## src/rtl/eight_three_encoder.sv

```systemverilog
// Sequential 8-to-3 event encoder: captures rising edges on i0..i7, queues them, issues indices over valid/ack.
// Optional round-robin arbitration: define EIGHT_THREE_ENCODER_ROUND_ROBIN_EN (default: fixed priority, i7 highest).
module eight_three_encoder (
    input  logic clk,
    input  logic rst,
    input  logic en,
    input  logic i0,
    input  logic i1,
    input  logic i2,
    input  logic i3,
    input  logic i4,
    input  logic i5,
    input  logic i6,
    input  logic i7,
    input  logic ack,
    output logic y0,
    output logic y1,
    output logic y2,
    output logic valid,
    output logic drop
);

    typedef enum logic {
        IDLE = 1'b0,
        HOLD = 1'b1
    } state_t;

    state_t     state, state_next;
    logic [7:0] in_vec;
    logic [7:0] prev;
    logic [7:0] pend, pend_next;
    logic [7:0] rise, set_mask, clr_mask;
    logic [2:0] code, code_next;
    logic [2:0] winner;
    logic       has_winner;
    logic       issue;
    logic       valid_next;
    logic       drop_next;

    assign in_vec = {i7, i6, i5, i4, i3, i2, i1, i0};

`ifdef EIGHT_THREE_ENCODER_ROUND_ROBIN_EN
    logic [2:0] last, last_next;

    // Search upward from last+1 with wrap; the first pending index found wins.
    always_comb begin
        logic [2:0] idx;
        winner     = '0;
        has_winner = 1'b0;
        for (int off = 1; off <= 8; off++) begin
            idx = last + 3'(off);
            if (!has_winner && pend[idx]) begin
                winner     = idx;
                has_winner = 1'b1;
            end
        end
    end

    assign last_next = issue ? winner : last;
`else
    // Fixed priority: later iterations overwrite, so the highest pending index wins.
    always_comb begin
        winner     = '0;
        has_winner = 1'b0;
        for (int k = 0; k < 8; k++) begin
            if (pend[k]) begin
                winner     = 3'(k);
                has_winner = 1'b1;
            end
        end
    end
`endif

    always_comb begin
        // NOTE: every signal gets a default first so no path leaves it unassigned (no latches).
        issue      = 1'b0;
        state_next = state;
        code_next  = code;

        rise      = in_vec & ~prev;
        set_mask  = en ? rise : 8'h00;
        drop_next = en & (|(rise & pend));

        unique case (state)
            IDLE: issue = en & has_winner;
            HOLD: begin
                if (ack) begin
                    issue = en & has_winner;
                    if (!issue) state_next = IDLE;
                end
            end
            default: state_next = IDLE;
        endcase

        if (issue) begin
            state_next = HOLD;
            code_next  = winner;
        end
        valid_next = (state_next == HOLD);

        // A new edge on the bit being cleared keeps it pending: the OR with set_mask comes last.
        clr_mask  = issue ? (8'h01 << winner) : 8'h00;
        pend_next = (pend & ~clr_mask) | set_mask;
    end

    always_ff @(posedge clk) begin
        // NOTE: sequential state uses non-blocking assignments so all registers update together at the edge.
        if (rst) begin
            state <= IDLE;
            prev  <= '0;
            pend  <= '0;
            code  <= '0;
            valid <= 1'b0;
            drop  <= 1'b0;
`ifdef EIGHT_THREE_ENCODER_ROUND_ROBIN_EN
            last  <= 3'd7;
`endif
        end else begin
            state <= state_next;
            prev  <= in_vec;
            pend  <= pend_next;
            code  <= code_next;
            valid <= valid_next;
            drop  <= drop_next;
`ifdef EIGHT_THREE_ENCODER_ROUND_ROBIN_EN
            last  <= last_next;
`endif
        end
    end

    assign {y2, y1, y0} = code;

endmodule

```

## config.mk

```make
export PLATFORM = sky130hd
export DESIGN_NAME = eight_three_encoder
export DESIGN_NICKNAME = d
export VERILOG_FILES = /design/src/rtl/eight_three_encoder.sv
export SDC_FILE = /design/constraint.sdc
export NUM_CORES = 1
export LEC_CHECK = 0
export CAP_MARGIN = 20
export CORE_MARGIN = 2
export CORE_UTILIZATION = 52
export DETAILED_ROUTE_END_ITERATION = 6
export PLACE_DENSITY_LB_ADDON = 0.08
export SYNTH_ARGS = -nofsm -noshare
export SYNTH_HDL_FRONTEND = slang
export SYNTH_SLANG_ARGS = --single-unit
```

## constraint.sdc

```tcl
create_clock -name clk -period 2.54 [get_ports clk]
set_input_delay 0.254 -clock clk [delete_from_list [all_inputs] [get_ports clk]]
set_output_delay 0.254 -clock clk [all_outputs]
set_load 0.005 [all_outputs]
```

==> flow_summary.yaml <==
synthesis:
  syn-cell-area_um2: 872
  netlist-cell-type-count: 26
  synth.ff_latch_count: 21
  synthesis.instances: 94
  postSynthAreaPerCell_um2: 9.28
  synthesis.nets: 106
  synth_seq_area_share_pct: 48.2
  warning_count_from_the_yosys_run: 0
clocking:
  cts.repair_timing.setup_buffer_count: 0
  cts_hold_buffers: 0
  postCtsResizedCells: 0
  numClockSinks: 21
  cts_root_buffer: "sky130_fd_sc_hd__clkbuf_4"
  clk_path_buf_depth: 2
  cts.htree.levels: 1
  clk_transition_reported_paths_ns: 0.13
  clk-insertion-delay-late_ns: 0.32
  tritoncts: "done"
  cts_buffers: 3
finish:
  commonest_cells_after_routing_fill_and_taps_aside: "sky130_fd_sc_hd__dfxtp_1 (21), sky130_fd_sc_hd__clkdlybuf4s50_1 (16), sky130_fd_sc_hd__nor2b_1 (15)"
  final-seq-area_um2: 420
  layoutNonFillerInstCount: 126
  antenna_cells: 0
  finish.net_count: 123
  syn_to_final_growth_pct: 22.1
  multi_input_comb_area_um2: 418
  layout.cells.most_common: "sky130_fd_sc_hd__dfxtp_1"
  final_layout_size_suffix_gt1_share_pct: 9.09
  fillers: 125
place:
  place.port_buffers: 16
  place_congestion: 0.777
  dpl_worst_slack_ns: 0.576
  post-place-cells: 122
  hpwlAfterDp_um: 1290
timing:
  finalSetupViolCount: 0
  achievable-frequency_mhz: 587
  rsz0062_at_grt: "false"
  timing_worst_slew_pin_value_ns: 0.769
  slew_viol_final: 0
  final.setup.tns_ns: 0
  minimum_clock_period_after_layout_ns: 1.70
  hold_viol: 0
  final_critical_path_setup_slack_ns: 0.837
  final.period_utilization_pct: 67.0
  finClkSkew_ns: 0.0114
  relative_slew_slack_pct: 48.6
floorplanning:
  ioPinCount: 17
  die_area_mm2: 0.00202
  die-height_um: 45.0
  start_util_pct: 56.6
  fp.dieW_um: 45.0
  number_of_cell_rows: 14
  core_area_mm2: 0.00154
drt:
  wire_per_inst_um: 14.4
  route.antenna.remaining_nets: 0
  wirelength_um: 1810
  detail_route.first_pass.iterations: 4
  via_per_inst: 6.06
  drcViolationCount: 0
  dr_total_vias: 764
  drt-initial-drc-count: 25
critical_path:
  data_arrival_time_at_the_worst_slack_endpoint_ns: 1.87
  critPathCaptureType: "flop"
  critical_path.max_fanout: 17
  worstSetupPathType: "in2reg"
  startpoint_type: "primary input"
  cp_data_required_time_ns: 2.71
pwr:
  irDropWorstVdd_uv: 430
  p_leak_nw: 0.384
  power_density_mw_per_mm2: 617
  design_power_total_uw: 657
run:
  drv_cap: 0
grt:
  grt_start_max_net_pins: 22
  number_of_global_route_vias_before_repair: 656
  grt_use_total_pct: 20.3
  globalRouteOverflowTotal: 0
  antenna_found_initial: 0
  grt_pass1_wl_um: 2880
status:
  run_status: "complete, no violations"
min_path:
  min_path_type: "reg2reg"
==> power breakdown <==
group,switching [mW],total [mW],internal [mW]
Clock,0.108,0.167,0.0589
Sequential,0.0168,0.368,0.352
Combinational,0.0567,0.122,0.0658
==> layout make-up <==
type                       instances  share of cell area [%]
clock inverter                     1                   0.470
sequential                        21                    39.5
timing repair buffer              16                    15.0
multi-input combinational         64                    39.2
tap                               16                    1.88
inverter                           5                    1.76
clock buffer                       3                    2.12
==> kinds of logic (layout without fill, tap and decap cells) <==
logic type	after synthesis	in the layout	share of synthesized area, %
AO/OA/AOI/OAI	30	30	26.3
buffers and inverters	9	25	3.87
flip-flops	21	21	48.2
AND/OR/NAND/NOR	34	34	21.7
==> synth_stat cells, drive strengths merged <==
| library cell | count | area share [%] |
|---|---|---|
| dfxtp | 21 | 48 |
| nor2b | 15 | 11 |
| a21oi | 7 | 4.9 |
| nor2 | 7 | 3.0 |
| inv | 5 | 2.2 |
| nand2 | 5 | 2.2 |
| a22oi | 4 | 3.4 |
| clkbuf | 4 | 1.7 |
| o21ai | 4 | 2.3 |
| a311oi | 3 | 3.0 |
| a21o | 2 | 1.9 |
| a221oi | 2 | 2.0 |
| a31oi | 2 | 1.4 |
| nor3 | 2 | 1.1 |
| or4 | 2 | 2.6 |
| a2111oi | 1 | 1.0 |
| a211oi | 1 | 0.86 |
| a32o | 1 | 1.1 |
| a32oi | 1 | 1.0 |
| nand2b | 1 | 0.72 |
| nand3 | 1 | 0.57 |
| nand4 | 1 | 0.72 |
| o211ai | 1 | 2.4 |
| o31ai | 1 | 0.86 |
==> metal layers <==
| metal | share of wire (%) | global-route usage, % | vias to the layer above | wire length (µm) |
|---|---|---|---|---|
| li1 | - | - | 374 | - |
| met1 | 44 | 24.8 | 341 | 792 |
| met2 | 45 | 28.9 | 39 | 818 |
| met3 | 7.0 | 6.40 | 10 | 127 |
| met4 | 4.0 | 16.5 | 0 | 72 |
| met5 | 0 | 0 | - | 0 |
==> critical path, stage by stage <==
cell,delay (ns)
sky130_fd_sc_hd__clkdlybuf4s50_1,0.88
sky130_fd_sc_hd__nand4_1,0.32
sky130_fd_sc_hd__o31ai_1,0.32
sky130_fd_sc_hd__a21oi_1,0.10
==> metrics by stage <==
stage	area, µm²	hold WS, ns	utilization [%]
final	1060	0.469	69.1
after global routing	1060	0.493	69.1
after CTS	1060	0.469	69.1
after detailed placement	1040	0.450	67.3
after global placement	1040	0.447	67.3
after floorplan	872	0.326	-
==> flip-flops by register name (all words and copies together), names as in the netlist <==
signal and count:
drop 1, code 3, pend 8, prev 8, state 1
==> worst paths after layout <==
kind	slack [ns]	end	cells after the start	start
setup / recovery	0.84	pend[1]$_SDFF_PP0_	4	en
hold / removal	0.47	code[0]$_SDFFE_PP0P_	2	code[0]$_SDFFE_PP0P_
setup reg to reg	1.02	code[1]$_SDFFE_PP0P_	4	pend[5]$_SDFF_PP0_
hold reg to reg	0.47	code[0]$_SDFFE_PP0P_	2	code[0]$_SDFFE_PP0P_
Note: power is estimated with default switching activity, not from simulation.
